==> src/rtl/regfile_dump_ctrl.sv <==
// regfile_dump_ctrl
//   Debug-side sequencer and read-port-1 arbiter for the CPU register file.
//   On i_start it waits for the pipeline to halt. It then walks registers
//   0..N_REGS-1 through read port 1 and streams each value out over a
//   valid/ready handshake. While idle, or while waiting for the halt, the
//   pipeline's decode-stage read address passes straight through.
//
// Ports
//   clk, i_rst_n      clock, async active-low reset
//   i_start           dump request (honoured only in IDLE)
//   i_halted          pipeline halted, no writes in flight
//   i_pipe_rd_addr    pipeline read-port-1 address
//   o_rf_rd_addr      muxed address to register file read port 1
//   i_rf_rd_data      read port 1 data, 1-cycle registered latency
//   o_data/o_valid    dumped word and its valid
//   i_ready           downstream accepts o_data
//   o_last            current word is register N_REGS-1
//   o_busy            dump in progress
//   o_done            one-cycle pulse after the final word is accepted
module regfile_dump_ctrl #(
    parameter int NB_DATA = 32,
    parameter int NB_ADDR = 5,
    parameter int N_REGS  = 32
) (
    input  logic               clk,
    input  logic               i_rst_n,
    input  logic               i_start,
    input  logic               i_halted,
    input  logic [NB_ADDR-1:0] i_pipe_rd_addr,
    output logic [NB_ADDR-1:0] o_rf_rd_addr,
    input  logic [NB_DATA-1:0] i_rf_rd_data,
    output logic [NB_DATA-1:0] o_data,
    output logic               o_valid,
    input  logic               i_ready,
    output logic               o_last,
    output logic               o_busy,
    output logic               o_done
);

    typedef enum logic [2:0] {
        IDLE, WAIT_HALT, ADDR, CAPTURE, SEND, DONE
    } state_t;

    localparam logic [NB_ADDR-1:0] LAST_IDX = NB_ADDR'(N_REGS - 1);

    state_t             r_state, w_next;
    logic [NB_ADDR-1:0] r_idx,   w_idx_next;
    logic [NB_DATA-1:0] r_data,  w_data_next;
    logic               r_valid, w_valid_next;
    logic               w_is_last;

    assign w_is_last = (r_idx == LAST_IDX);

    always_ff @(posedge clk or negedge i_rst_n) begin
        if (!i_rst_n) begin
            r_state <= IDLE;
            r_idx   <= '0;
            r_data  <= '0;
            r_valid <= 1'b0;
        end else begin
            r_state <= w_next;
            r_idx   <= w_idx_next;
            r_data  <= w_data_next;
            r_valid <= w_valid_next;
        end
    end

    always_comb begin
        w_next       = r_state;
        w_idx_next   = r_idx;
        w_data_next  = r_data;
        w_valid_next = r_valid;
        case (r_state)
            IDLE: begin
                if (i_start) begin
                    w_idx_next = '0;
                    w_next     = WAIT_HALT;
                end
            end
            WAIT_HALT: begin
                if (i_halted) w_next = ADDR;
            end
            // The register file latches idx at the edge leaving ADDR.
            ADDR: begin
                w_next = i_halted ? CAPTURE : WAIT_HALT;
            end
            // A halt drop here discards the read; idx is kept and re-read.
            CAPTURE: begin
                if (!i_halted) begin
                    w_next = WAIT_HALT;
                end else begin
                    w_data_next  = i_rf_rd_data;
                    w_valid_next = 1'b1;
                    w_next       = SEND;
                end
            end
            // Halt is ignored once the word is captured.
            SEND: begin
                if (i_ready) begin
                    w_valid_next = 1'b0;
                    if (w_is_last) begin
                        w_next = DONE;
                    end else begin
                        w_idx_next = r_idx + NB_ADDR'(1);
                        w_next     = ADDR;
                    end
                end
            end
            DONE: begin
                w_idx_next = '0;
                w_next     = IDLE;
            end
            default: w_next = IDLE;
        endcase
    end

    assign o_rf_rd_addr = (r_state == IDLE || r_state == WAIT_HALT) ? i_pipe_rd_addr : r_idx;
    assign o_data       = r_data;
    assign o_valid      = r_valid;
    assign o_last       = r_valid & w_is_last;
    assign o_busy       = (r_state != IDLE);
    assign o_done       = (r_state == DONE);

endmodule
==> config.mk <==
export PLATFORM = sky130hd
export DESIGN_NAME = regfile_dump_ctrl
export DESIGN_NICKNAME = d
export VERILOG_FILES = /design/src/rtl/regfile_dump_ctrl.sv
export SDC_FILE = /design/constraint.sdc
export NUM_CORES = 1
export LEC_CHECK = 0
export BUFFER_PORTS_ARGS = -buffer_cell sky130_fd_sc_hd__buf_2
export CAP_MARGIN = 20
export CORE_MARGIN = 2
export CORE_UTILIZATION = 42
export DETAILED_ROUTE_END_ITERATION = 8
export GPL_ROUTABILITY_DRIVEN = 0
export PLACE_DENSITY = 0.79
export SYNTH_ARGS = -nofsm -noshare
export SYNTH_HDL_FRONTEND = slang
export SYNTH_SLANG_ARGS = --single-unit
==> constraint.sdc <==
create_clock -name clk -period 1.8 [get_ports clk]
set_clock_uncertainty 0.2 [all_clocks]
set_input_delay 0.36 -clock clk [delete_from_list [all_inputs] [get_ports clk]]
set_output_delay 0.36 -clock clk [all_outputs]
set_load 0.02 [all_outputs]
==> flow_results.xml, run 1 <==
<?xml version="1.0" encoding="UTF-8"?>
<metrics>
  <group name="run_status">
    <metric name="status" unit="">finished, violations left</metric>
    <metric name="violations" unit="">setup timing</metric>
  </group>
  <group name="worst_hold_path">
    <metric name="hold_path.startpoint" unit="">i_rf_rd_data[24]</metric>
    <metric name="holdPathEnd" unit="">o_data[24]</metric>
    <metric name="worst_hold_path_type" unit="">in -&gt; reg</metric>
    <metric name="hold_depth" unit="">2</metric>
  </group>
  <group name="synthesis">
    <metric name="ys_seq_elements" unit="">41</metric>
    <metric name="synth_edf_count" unit="">0</metric>
    <metric name="synthTopCellsByArea" unit="">sky130_fd_sc_hd__dfrtp_1, sky130_fd_sc_hd__mux2_4, sky130_fd_sc_hd__mux2_2</metric>
    <metric name="synth_nets" unit="">177</metric>
    <metric name="synth_top_area_cell" unit="">sky130_fd_sc_hd__dfrtp_1</metric>
    <metric name="synthCells" unit="">133</metric>
    <metric name="synth_area" unit="mm2">0.00193</metric>
    <metric name="yosys_warnings" unit="">0</metric>
    <metric name="synthFlopType" unit="">sky130_fd_sc_hd__dfrtp_1</metric>
    <metric name="yosysSeqAreaShare" unit="%">53.1</metric>
    <metric name="synthDistinctLibCells" unit="">33</metric>
    <metric name="asyncSetResetFlopFracSynth" unit="%">100</metric>
    <metric name="synth_top_cell_area_share" unit="%">53.1</metric>
    <metric name="synth_area_per_cell" unit="um2">14.5</metric>
  </group>
  <group name="power_and_ir_drop">
    <metric name="vdd.ir_drop.worst" unit="V">0.000981</metric>
    <metric name="power_switching" unit="uW">1730</metric>
    <metric name="p_leak" unit="uW">0.00151</metric>
    <metric name="switching_share" unit="%">36.1</metric>
    <metric name="design_power_total" unit="uW">4790</metric>
    <metric name="internal_power" unit="uW">3060</metric>
    <metric name="power.share.clock" unit="%">15.6</metric>
    <metric name="power.sequential.fraction" unit="%">32.7</metric>
    <metric name="power.combinational.fraction" unit="%">51.6</metric>
    <metric name="power_density" unit="mW/mm2">1680</metric>
  </group>
  <group name="floorplan">
    <metric name="starting_density_of_the_core" unit="%">44.1</metric>
    <metric name="die_area" unit="mm2">0.00516</metric>
    <metric name="dieHeight" unit="um">71.8</metric>
    <metric name="pin_count" unit="">83</metric>
    <metric name="core_area" unit="mm2">0.00438</metric>
    <metric name="die_width" unit="um">71.8</metric>
    <metric name="placementRows" unit="">24</metric>
  </group>
  <group name="setup_path">
    <metric name="path_max_fanout" unit="">2</metric>
    <metric name="crit_type" unit="">reg -&gt; out</metric>
    <metric name="end_kind" unit="">primary output</metric>
    <metric name="rrSetupSlack" unit="ns">-0.02</metric>
    <metric name="crit-reg2reg-launch" unit="">r_idx[0]</metric>
    <metric name="timing.critical_path.from_type" unit="">register</metric>
    <metric name="r2r.worst_path.cells" unit="">7</metric>
    <metric name="worst_ep_required_time" unit="ns">1.24</metric>
    <metric name="critical_path.startpoint" unit="">r_idx[0]</metric>
    <metric name="worstReg2RegEnd" unit="">r_idx[2]</metric>
    <metric name="crit_arrival" unit="ns">1.41</metric>
  </group>
  <group name="finish">
    <metric name="layout.cells.most_common_list" unit="">sky130_fd_sc_hd__buf_2, sky130_fd_sc_hd__dfrtp_1, sky130_fd_sc_hd__mux2_4</metric>
    <metric name="area_growth_syn_to_layout" unit="%">47.6</metric>
    <metric name="layoutNonFillerInstCount" unit="">291</metric>
    <metric name="fin_nets" unit="">282</metric>
    <metric name="mostFrequentLayoutCell" unit="">sky130_fd_sc_hd__buf_2</metric>
    <metric name="drive_gt1_share" unit="%">68.2</metric>
    <metric name="antenna_cells_inserted" unit="">0</metric>
  </group>
  <group name="timing">
    <metric name="maxSlewViolCount" unit="">0</metric>
    <metric name="setup_viol_count_final" unit="">9</metric>
    <metric name="timing.hold.ws" unit="ns">0.102</metric>
    <metric name="rsz0062_at_grt" unit="">yes</metric>
    <metric name="number_of_hold_violations_in_the_final_report" unit="">0</metric>
    <metric name="relSlewSlack" unit="%">67.4</metric>
    <metric name="max_clock_freq" unit="MHz">508</metric>
    <metric name="post-route-period-util" unit="%">109</metric>
    <metric name="max_slew.worst_pin.slew" unit="ns">0.488</metric>
    <metric name="period_needed" unit="ns">1.97</metric>
    <metric name="worst_slack" unit="ns">-0.168</metric>
  </group>
  <group name="clock_tree">
    <metric name="worstSkewPairLatency" unit="ns">0.28</metric>
    <metric name="tritoncts.num_buffers" unit="">5</metric>
    <metric name="clock_tree_from_tritoncts" unit="">yes</metric>
    <metric name="clk_path_buf_depth" unit="">2</metric>
    <metric name="ctsRootBufferMaster" unit="">sky130_fd_sc_hd__clkbuf_8</metric>
    <metric name="clock_sink_count" unit="">41</metric>
    <metric name="htreeDepth" unit="">2</metric>
    <metric name="clkTransAtPathRegs" unit="ns">0.08</metric>
  </group>
  <group name="placed_design">
    <metric name="post-place-cells" unit="">272</metric>
    <metric name="place_worst_setup_slack" unit="ns">-0.0914</metric>
    <metric name="port_buffers" unit="">82</metric>
    <metric name="dp.final_hpwl" unit="um">2850</metric>
  </group>
  <group name="drt">
    <metric name="drc_errors" unit="">0</metric>
    <metric name="num_vias" unit="">1400</metric>
    <metric name="dr.pass1.iters" unit="">4</metric>
    <metric name="drt-initial-drc-count" unit="">55</metric>
    <metric name="route.detailed.vias_per_inst" unit="">4.81</metric>
    <metric name="final_antenna_net_count" unit="">0</metric>
    <metric name="drt_wl_total" unit="um">4060</metric>
    <metric name="post_drt_wl_per_cell" unit="um">14.0</metric>
  </group>
  <group name="grt">
    <metric name="number_of_global_route_vias_before_repair" unit="">1420</metric>
    <metric name="first_pass_grt_wire_length" unit="um">6630</metric>
    <metric name="globalRouteOverflowTotal" unit="">0</metric>
    <metric name="grt_start_max_net_pins" unit="">23</metric>
    <metric name="track_usage" unit="%">16.6</metric>
    <metric name="grt_antenna_before_repair" unit="">0</metric>
  </group>
  <group name="job">
    <metric name="maxCapViolations" unit="">0</metric>
  </group>
</metrics>
==> stage by stage <==
stage / setup TNS (ns) / area, um2 / util [%]
6_report: -0.748 / 2850 / 65.0
5_1_grt: -1.57 / 2850 / 65.0
4_1_cts: -1.22 / 2790 / 63.6
3_5_place_dp: -0.330 / 2490 / 56.8
3_3_place_gp: -0.131 / 2490 / 56.8
2_1_floorplan: 0 / 1940 / -
==> Yosys cell counts, types with 2 or more instances <==
library cell / n
sky130_fd_sc_hd__a21oi_1: 2
sky130_fd_sc_hd__a31oi_1: 2
sky130_fd_sc_hd__o221ai_1: 2
sky130_fd_sc_hd__nand3b_1: 2
sky130_fd_sc_hd__and3_1: 3
sky130_fd_sc_hd__nor2_1: 2
sky130_fd_sc_hd__nand2b_1: 4
sky130_fd_sc_hd__buf_4: 2
sky130_fd_sc_hd__a32o_1: 2
sky130_fd_sc_hd__buf_6: 3
sky130_fd_sc_hd__nand2_1: 5
sky130_fd_sc_hd__nor2b_1: 3
sky130_fd_sc_hd__o21ai_0: 4
sky130_fd_sc_hd__inv_1: 4
sky130_fd_sc_hd__ha_1: 2
sky130_fd_sc_hd__mux2_4: 28
sky130_fd_sc_hd__mux2_2: 7
sky130_fd_sc_hd__dfrtp_1: 41
==> registers in the layout, summed over array words and instances (netlist names) <==
signal	cells
o_data	32
r_idx	5
r_state	3
o_valid	1
==> worst max path at each step <==
stage,slack [ns],to
final,-0.17,o_last
after global placement,-0.04,r_idx[3]
after detailed placement,-0.09,r_idx[2]
after global routing,-0.22,o_last
after floorplan,0.02,r_idx[2]
after CTS,-0.18,o_last
==> repair_timing <==
action / in CTS / in global routing
endpoints found under the setup margin: 13 / 16
setup buffers: 7 / 3
resized for setup: 36 / 8
hold buffers: 1 / 0
pin swaps: 7 / 7
cloned: 0 / 1
endpoints found under the hold margin: 19 / 0
==> power groups by stage <==
stage               clock, uW  sequential, uW  combinational [uW]
global placement            0            1570                2160
detailed placement          0            1570                2200
CTS                       765            1570                2390
finish                    749            1570                2480
global route              812            1630                2620
floorplan                   0            2020                1060
==> cells by family after synthesis <==
family	share of synthesized area, %
AND/OR/NAND/NOR	9.65
buffers and inverters	3.76
flip-flops	53.1
multiplexers	25.8
adder cells (fa/ha/maj)	1.30
AO/OA/AOI/OAI	6.35
==> metal layers <==
layer  vias to the layer above  GRT usage (%)  share of wire, %
met5                         -              0                 0
met4                         0           5.66               1.2
met3                         5           4.78               6.8
met2                        62           25.6                46
met1                       646           22.5                46
li1                        687              -                 -
==> layout make-up <==
cell class | count | area (um2)
inverters | 4 | 15.0
well taps | 52 | 65.1
fillers | 321 | 1530
clock inverters | 1 | 30.0
multi-input cells | 81 | 918
clock buffers | 7 | 86.3
repair buffers | 105 | 709
flip-flops and latches | 41 | 1030
==> worst max-delay path, stage by stage (launching register included) <==
cell and delay, ns:
sky130_fd_sc_hd__dfrtp_1 0.39, sky130_fd_sc_hd__ha_2 0.19, sky130_fd_sc_hd__and3_4 0.15, sky130_fd_sc_hd__ha_4 0.15, sky130_fd_sc_hd__and2_4 0.13, sky130_fd_sc_hd__buf_6 0.12
No activity file was read; power rests on OpenSTA's default activity.
==> inputs of run 2 (changes only) <==
--- a/config.mk
+++ b/config.mk
@@ -7,8 +7,10 @@
 export LEC_CHECK = 0
 export BUFFER_PORTS_ARGS = -buffer_cell sky130_fd_sc_hd__buf_2
 export CAP_MARGIN = 20
+export CELL_PAD_IN_SITES_DETAIL_PLACEMENT = 0
+export CELL_PAD_IN_SITES_GLOBAL_PLACEMENT = 1
 export CORE_MARGIN = 2
-export CORE_UTILIZATION = 42
+export CORE_UTILIZATION = 33
 export DETAILED_ROUTE_END_ITERATION = 8
 export GPL_ROUTABILITY_DRIVEN = 0
 export PLACE_DENSITY = 0.79
==> flow_results.xml, run 2 (same netlist as run 1, synthesis figures left out) <==
<?xml version="1.0" encoding="UTF-8"?>
<metrics>
  <group name="power_and_ir_drop">
    <metric name="design_power_total" unit="uW">4890</metric>
    <metric name="power.combinational.fraction" unit="%">51.3</metric>
    <metric name="vdd.ir_drop.worst" unit="V">0.000805</metric>
    <metric name="p_leak" unit="uW">0.00154</metric>
    <metric name="power_density" unit="mW/mm2">1670</metric>
    <metric name="switching_share" unit="%">36.6</metric>
    <metric name="power.share.clock" unit="%">15.9</metric>
    <metric name="internal_power" unit="uW">3100</metric>
    <metric name="power.sequential.fraction" unit="%">32.8</metric>
    <metric name="power_switching" unit="uW">1790</metric>
  </group>
  <group name="drt">
    <metric name="drt-initial-drc-count" unit="">65</metric>
    <metric name="post_drt_wl_per_cell" unit="um">14.2</metric>
    <metric name="dr.pass1.iters" unit="">4</metric>
    <metric name="drc_errors" unit="">0</metric>
    <metric name="route.detailed.vias_per_inst" unit="">4.65</metric>
    <metric name="final_antenna_net_count" unit="">0</metric>
    <metric name="num_vias" unit="">1492</metric>
    <metric name="drt_wl_total" unit="um">4570</metric>
  </group>
  <group name="finish">
    <metric name="area_growth_syn_to_layout" unit="%">51.6</metric>
    <metric name="antenna_cells_inserted" unit="">0</metric>
    <metric name="drive_gt1_share" unit="%">70.3</metric>
    <metric name="largest_register_ffs" unit="">32</metric>
    <metric name="num-fill-cells" unit="">477</metric>
    <metric name="fin_nets" unit="">292</metric>
    <metric name="mostFrequentLayoutCell" unit="">sky130_fd_sc_hd__buf_2</metric>
    <metric name="layout.cells.most_common_list" unit="">sky130_fd_sc_hd__buf_2, sky130_fd_sc_hd__dfrtp_1, sky130_fd_sc_hd__mux2_4</metric>
  </group>
  <group name="grt">
    <metric name="number_of_global_route_vias_before_repair" unit="">1408</metric>
    <metric name="grt_start_max_net_pins" unit="">27</metric>
    <metric name="global_route.peak_usage_layer" unit="">met2</metric>
    <metric name="grt.met1_usage" unit="%">18.8</metric>
    <metric name="grt.met3_usage" unit="%">4.38</metric>
    <metric name="grt_antenna_before_repair" unit="">0</metric>
    <metric name="track_usage" unit="%">14.0</metric>
    <metric name="globalRouteOverflowTotal" unit="">0</metric>
    <metric name="first_pass_grt_wire_length" unit="um">6870</metric>
    <metric name="met2_usage" unit="%">21.8</metric>
  </group>
  <group name="clock_tree">
    <metric name="tritoncts.num_buffers" unit="">5</metric>
    <metric name="htreeDepth" unit="">2</metric>
    <metric name="clkTransAtPathRegs" unit="ns">0.08</metric>
    <metric name="clock_sink_count" unit="">41</metric>
    <metric name="ctsRootBufferMaster" unit="">sky130_fd_sc_hd__clkbuf_8</metric>
    <metric name="worstSkewPairLatency" unit="ns">0.29</metric>
    <metric name="clk_path_buf_depth" unit="">2</metric>
    <metric name="clock_tree_from_tritoncts" unit="">yes</metric>
  </group>
  <group name="setup_path">
    <metric name="crit_arrival" unit="ns">1.43</metric>
    <metric name="path_max_fanout" unit="">2</metric>
    <metric name="crit_type" unit="">reg -&gt; out</metric>
    <metric name="timing.critical_path.from_type" unit="">register</metric>
    <metric name="worst_ep_required_time" unit="ns">1.24</metric>
    <metric name="end_kind" unit="">primary output</metric>
  </group>
  <group name="timing">
    <metric name="max_slew.worst_pin.slew" unit="ns">0.390</metric>
    <metric name="post-route-period-util" unit="%">110</metric>
    <metric name="maxSlewViolCount" unit="">0</metric>
    <metric name="number_of_hold_violations_in_the_final_report" unit="">0</metric>
    <metric name="period_needed" unit="ns">1.99</metric>
    <metric name="relSlewSlack" unit="%">74.0</metric>
    <metric name="setup_viol_count_final" unit="">10</metric>
    <metric name="max_clock_freq" unit="MHz">503</metric>
    <metric name="rsz0062_at_grt" unit="">yes</metric>
    <metric name="worst_slack" unit="ns">-0.188</metric>
  </group>
  <group name="placed_design">
    <metric name="port_buffers" unit="">82</metric>
    <metric name="dp.final_hpwl" unit="um">3030</metric>
    <metric name="place_worst_setup_slack" unit="ns">-0.0934</metric>
  </group>
  <group name="floorplan">
    <metric name="die_area" unit="mm2">0.00648</metric>
    <metric name="die_width" unit="um">80.5</metric>
    <metric name="dieHeight" unit="um">80.5</metric>
    <metric name="pin_count" unit="">83</metric>
    <metric name="placementRows" unit="">27</metric>
    <metric name="core_area" unit="mm2">0.00557</metric>
    <metric name="starting_density_of_the_core" unit="%">34.7</metric>
  </group>
  <group name="run_status">
    <metric name="status" unit="">finished, violations left</metric>
    <metric name="violations" unit="">setup timing</metric>
  </group>
  <group name="job">
    <metric name="maxCapViolations" unit="">0</metric>
  </group>
  <group name="worst_hold_path">
    <metric name="worst_hold_path_type" unit="">in -&gt; reg</metric>
  </group>
</metrics>
==> run 2: final cells by class <==
cell class,instances,area [um2],area share (%)
well taps,72,90.1,3.08
repair buffers,114,747,25.5
flip-flops and latches,41,1030,35.2
multi-input cells,82,923,31.5
clock inverters,2,37.5,1.28
inverters,4,17.5,0.598
clock buffers,6,82.6,2.82
==> run 2: final timing paths <==
check                      slack [ns]  depth (start not counted)         end             from
setup / recovery                -0.19                          5      o_last         r_idx[0]
hold / removal                    0.1                          2   o_data[0]  i_rf_rd_data[0]
setup reg to reg                -0.02                          7    r_idx[2]         r_idx[0]
hold reg to reg                  0.31                          1   o_data[3]        o_data[3]
max in group asynchronous        0.61                          3  r_state[0]          i_rst_n
min in group asynchronous        0.32                          2   o_data[4]          i_rst_n
==> run 2: metal layers <==
layer	vias up	wire, um
li1	709	-
met1	706	2010
met2	75	2190
met3	2	350
met4	0	14
met5	-	0
==> run 2: power by group through the flow <==
stage | sequential [uW] | clock, uW | combinational, uW
finish | 1600 | 776 | 2510
global route | 1670 | 848 | 2650
CTS | 1600 | 808 | 2360
detailed placement | 1570 | 0 | 2210
global placement | 1590 | 0 | 2170
floorplan | 2020 | 0 | 1060
==> run 2: metrics by stage <==
step           area, um2  std cells  TNS [ns]  hold WS, ns  utilization (%)
2_1_floorplan       1940        133         0       -0.136                -
3_3_place_gp        2520        294   -0.0971        0.100             45.1
3_5_place_dp        2520        294    -0.397        0.109             45.1
4_1_cts             2830        312     -1.76       0.0820             50.7
5_1_grt             2930        321     -1.87       0.0715             52.5
6_report            2930        321     -1.22       0.0962             52.5
==> run 2: repair_timing <==
action	4_1_cts	5_1_grt
endpoints found under the hold margin	15	0
resized for setup	33	12
cloned	0	1
pin swaps	5	8
buffers inserted	9	9
hold buffers	1	0
setup endpoints to repair	13	17
==> run 2: worst max-delay path, cell delays in order (launching register included) <==
cell and delay (ns):
sky130_fd_sc_hd__dfrtp_1 0.39, sky130_fd_sc_hd__ha_2 0.19, sky130_fd_sc_hd__and3_4 0.15, sky130_fd_sc_hd__ha_4 0.16, sky130_fd_sc_hd__and2_4 0.13, sky130_fd_sc_hd__buf_6 0.12
==> inputs of run 3 (changes only) <==
--- a/config.mk
+++ b/config.mk
@@ -5,6 +5,7 @@
 export SDC_FILE = /design/constraint.sdc
 export NUM_CORES = 1
 export LEC_CHECK = 0
+export ABC_CLOCK_PERIOD_IN_PS = 1800
 export BUFFER_PORTS_ARGS = -buffer_cell sky130_fd_sc_hd__buf_2
 export CAP_MARGIN = 20
 export CELL_PAD_IN_SITES_DETAIL_PLACEMENT = 0
@@ -14,6 +15,7 @@
 export DETAILED_ROUTE_END_ITERATION = 8
 export GPL_ROUTABILITY_DRIVEN = 0
 export PLACE_DENSITY = 0.79
+export RECOVER_POWER = 50
 export SYNTH_ARGS = -nofsm -noshare
 export SYNTH_HDL_FRONTEND = slang
 export SYNTH_SLANG_ARGS = --single-unit
==> constraint.sdc (replaced) <==
create_clock -name clk -period 1.8 [get_ports clk]
set_clock_uncertainty 0.2 [all_clocks]
set_input_delay 0.18 -clock clk [delete_from_list [all_inputs] [get_ports clk]]
set_output_delay 0.18 -clock clk [all_outputs]
set_load 0.02 [all_outputs]
==> flow_results.xml, run 3 (same netlist as run 1, synthesis figures left out) <==
<?xml version="1.0" encoding="UTF-8"?>
<metrics>
  <group name="finish">
    <metric name="final_core_util" unit="%">54.8</metric>
    <metric name="area_growth_syn_to_layout" unit="%">58.2</metric>
    <metric name="num-fill-cells" unit="">472</metric>
    <metric name="antenna_cells_inserted" unit="">0</metric>
    <metric name="finish.instance_area" unit="mm2">0.00306</metric>
    <metric name="layout.cells.most_common_list" unit="">sky130_fd_sc_hd__buf_2, sky130_fd_sc_hd__dfrtp_1, sky130_fd_sc_hd__dlygate4sd3_1</metric>
    <metric name="largest_register_ffs" unit="">32</metric>
    <metric name="mostFrequentLayoutCell" unit="">sky130_fd_sc_hd__buf_2</metric>
    <metric name="layoutNonFillerInstCount" unit="">340</metric>
    <metric name="drive_gt1_share" unit="%">51.9</metric>
    <metric name="fin_nets" unit="">311</metric>
  </group>
  <group name="power_and_ir_drop">
    <metric name="p_leak" unit="uW">0.00155</metric>
    <metric name="power_switching" unit="uW">1720</metric>
    <metric name="internal_power" unit="uW">2940</metric>
    <metric name="power_density" unit="mW/mm2">1520</metric>
    <metric name="power.share.clock" unit="%">15.7</metric>
    <metric name="vdd.ir_drop.worst" unit="V">0.000838</metric>
    <metric name="power.combinational.fraction" unit="%">50.0</metric>
    <metric name="design_power_total" unit="uW">4650</metric>
    <metric name="switching_share" unit="%">36.9</metric>
    <metric name="power.sequential.fraction" unit="%">34.2</metric>
  </group>
  <group name="drt">
    <metric name="dr.pass1.iters" unit="">4</metric>
    <metric name="route.detailed.vias_per_inst" unit="">4.40</metric>
    <metric name="num_vias" unit="">1495</metric>
    <metric name="drc_errors" unit="">0</metric>
    <metric name="post_drt_wl_per_cell" unit="um">13.0</metric>
    <metric name="drt-initial-drc-count" unit="">51</metric>
    <metric name="drt_wl_total" unit="um">4410</metric>
    <metric name="final_antenna_net_count" unit="">0</metric>
  </group>
  <group name="clock_tree">
    <metric name="clock_sink_count" unit="">41</metric>
    <metric name="htreeDepth" unit="">2</metric>
    <metric name="clkTransAtPathRegs" unit="ns">0.08</metric>
    <metric name="tritoncts.num_buffers" unit="">5</metric>
    <metric name="ctsRootBufferMaster" unit="">sky130_fd_sc_hd__clkbuf_8</metric>
    <metric name="clock_tree_from_tritoncts" unit="">yes</metric>
    <metric name="worstSkewPairLatency" unit="ns">0.29</metric>
    <metric name="clk_path_buf_depth" unit="">2</metric>
  </group>
  <group name="floorplan">
    <metric name="placementRows" unit="">27</metric>
    <metric name="die_width" unit="um">80.5</metric>
    <metric name="dieHeight" unit="um">80.5</metric>
    <metric name="core_area" unit="mm2">0.00557</metric>
    <metric name="die_area" unit="mm2">0.00648</metric>
    <metric name="pin_count" unit="">83</metric>
    <metric name="starting_density_of_the_core" unit="%">34.7</metric>
  </group>
  <group name="grt">
    <metric name="first_pass_grt_wire_length" unit="um">7200</metric>
    <metric name="grt_antenna_before_repair" unit="">0</metric>
    <metric name="grt_start_max_net_pins" unit="">24</metric>
    <metric name="number_of_global_route_vias_before_repair" unit="">1546</metric>
    <metric name="track_usage" unit="%">14.6</metric>
    <metric name="globalRouteOverflowTotal" unit="">0</metric>
  </group>
  <group name="timing">
    <metric name="maxSlewViolCount" unit="">0</metric>
    <metric name="max_slew.worst_pin.slew" unit="ns">1.12</metric>
    <metric name="number_of_hold_violations_in_the_final_report" unit="">0</metric>
    <metric name="timing.hold.ws" unit="ns">0.0193</metric>
    <metric name="setup_viol_count_final" unit="">1</metric>
    <metric name="period_needed" unit="ns">1.90</metric>
    <metric name="relSlewSlack" unit="%">25.6</metric>
    <metric name="rsz0062_at_grt" unit="">yes</metric>
    <metric name="post-route-period-util" unit="%">106</metric>
    <metric name="worst_slack" unit="ns">-0.103</metric>
    <metric name="max_clock_freq" unit="MHz">525</metric>
  </group>
  <group name="run_status">
    <metric name="violations" unit="">setup timing</metric>
    <metric name="status" unit="">finished, violations left</metric>
  </group>
  <group name="setup_path">
    <metric name="timing.critical_path.from_type" unit="">register</metric>
    <metric name="worstReg2RegEnd" unit="">r_idx[3]</metric>
    <metric name="crit-reg2reg-launch" unit="">r_idx[0]</metric>
    <metric name="crit_arrival" unit="ns">1.52</metric>
    <metric name="worst_ep_required_time" unit="ns">1.42</metric>
    <metric name="path_max_fanout" unit="">2</metric>
    <metric name="end_kind" unit="">primary output</metric>
    <metric name="r2r.worst_path.cells" unit="">6</metric>
    <metric name="crit_type" unit="">reg -&gt; out</metric>
    <metric name="rrSetupSlack" unit="ns">0.06</metric>
  </group>
  <group name="worst_hold_path">
    <metric name="hold_path.startpoint" unit="">i_ready</metric>
    <metric name="hold_depth" unit="">4</metric>
    <metric name="worst_hold_path_type" unit="">in -&gt; reg</metric>
    <metric name="holdPathEnd" unit="">r_state[2]</metric>
  </group>
  <group name="placed_design">
    <metric name="post-place-cells" unit="">295</metric>
    <metric name="dp.final_hpwl" unit="um">2960</metric>
    <metric name="port_buffers" unit="">82</metric>
    <metric name="placed_area" unit="mm2">0.00252</metric>
  </group>
  <group name="job">
    <metric name="maxCapViolations" unit="">0</metric>
  </group>
</metrics>
==> run 3: changes by cell type in the layout (fill, tap and decap cells not counted), moves of 4 or more <==
cell                            delta
sky130_fd_sc_hd__dlygate4sd3_1    +32
sky130_fd_sc_hd__clkbuf_1         +17
sky130_fd_sc_hd__buf_2            -15
sky130_fd_sc_hd__buf_4             -8
sky130_fd_sc_hd__buf_6             -4
==> run 3: area by class of cell <==
type	instances	area, um2	area share, %
Sequential cell	41	1030	33.7
Timing Repair Buffer	134	927	30.3
Multi-Input combinational cell	81	883	28.9
Tap cell	72	90.1	2.95
Clock buffer	6	72.6	2.37
Clock inverter	2	38.8	1.27
Inverter	4	15.0	0.491
==> run 3: power groups by stage <==
stage,logic [uW],registers (uW),clock network (uW)
floorplan,1060,2020,0
global route,2490,1650,797
CTS,2320,1580,762
global placement,2190,1590,0
finish,2330,1590,733
detailed placement,2230,1560,0
==> run 3: worst max-delay path, cell delays in order, from the launching register on <==
cell	delay, ns
sky130_fd_sc_hd__dfrtp_1	0.39
sky130_fd_sc_hd__ha_2	0.18
sky130_fd_sc_hd__and3_4	0.15
sky130_fd_sc_hd__ha_4	0.16
sky130_fd_sc_hd__buf_6	0.11
sky130_fd_sc_hd__and2_4	0.12
sky130_fd_sc_hd__buf_6	0.12
==> run 3: timing repair <==
item	4_1_cts	5_1_grt
setup buffers	3	1
resized for setup	16	14
pin swaps	2	2
hold buffers	33	0
endpoints found under the hold margin	50	0
setup endpoints to repair	11	12
==> run 3: worst max path at each step <==
| stage | start | end | slack (ns) | cells after the start |
|---|---|---|---|---|
| 2_1_floorplan | r_idx[0] | r_idx[2] | 0.02 | 7 |
| 3_3_place_gp | r_idx[0] | r_idx[2] | -0.05 | 6 |
| 3_5_place_dp | r_idx[0] | r_idx[3] | -0.08 | 6 |
| 4_1_cts | r_idx[1] | o_last | -0.11 | 6 |
| 5_1_grt | r_idx[0] | o_last | -0.16 | 6 |
| 6_report | r_idx[0] | o_last | -0.10 | 6 |
==> run 3: through the flow <==
step	TNS [ns]	worst slack (ns)
global placement	-0.168	-0.0514
CTS	-0.256	-0.107
finish	-0.103	-0.103
detailed placement	-0.355	-0.0829
global route	-0.492	-0.156
floorplan	0	0.0208
==> run 3: metal layers <==
layer | up-vias | GRT usage, % | routed length, um
li1 | 748 | - | -
met1 | 667 | 18.5 | 2090
met2 | 74 | 23.8 | 1940
met3 | 6 | 4.27 | 321
met4 | 0 | 5.42 | 59
met5 | - | 0 | 0
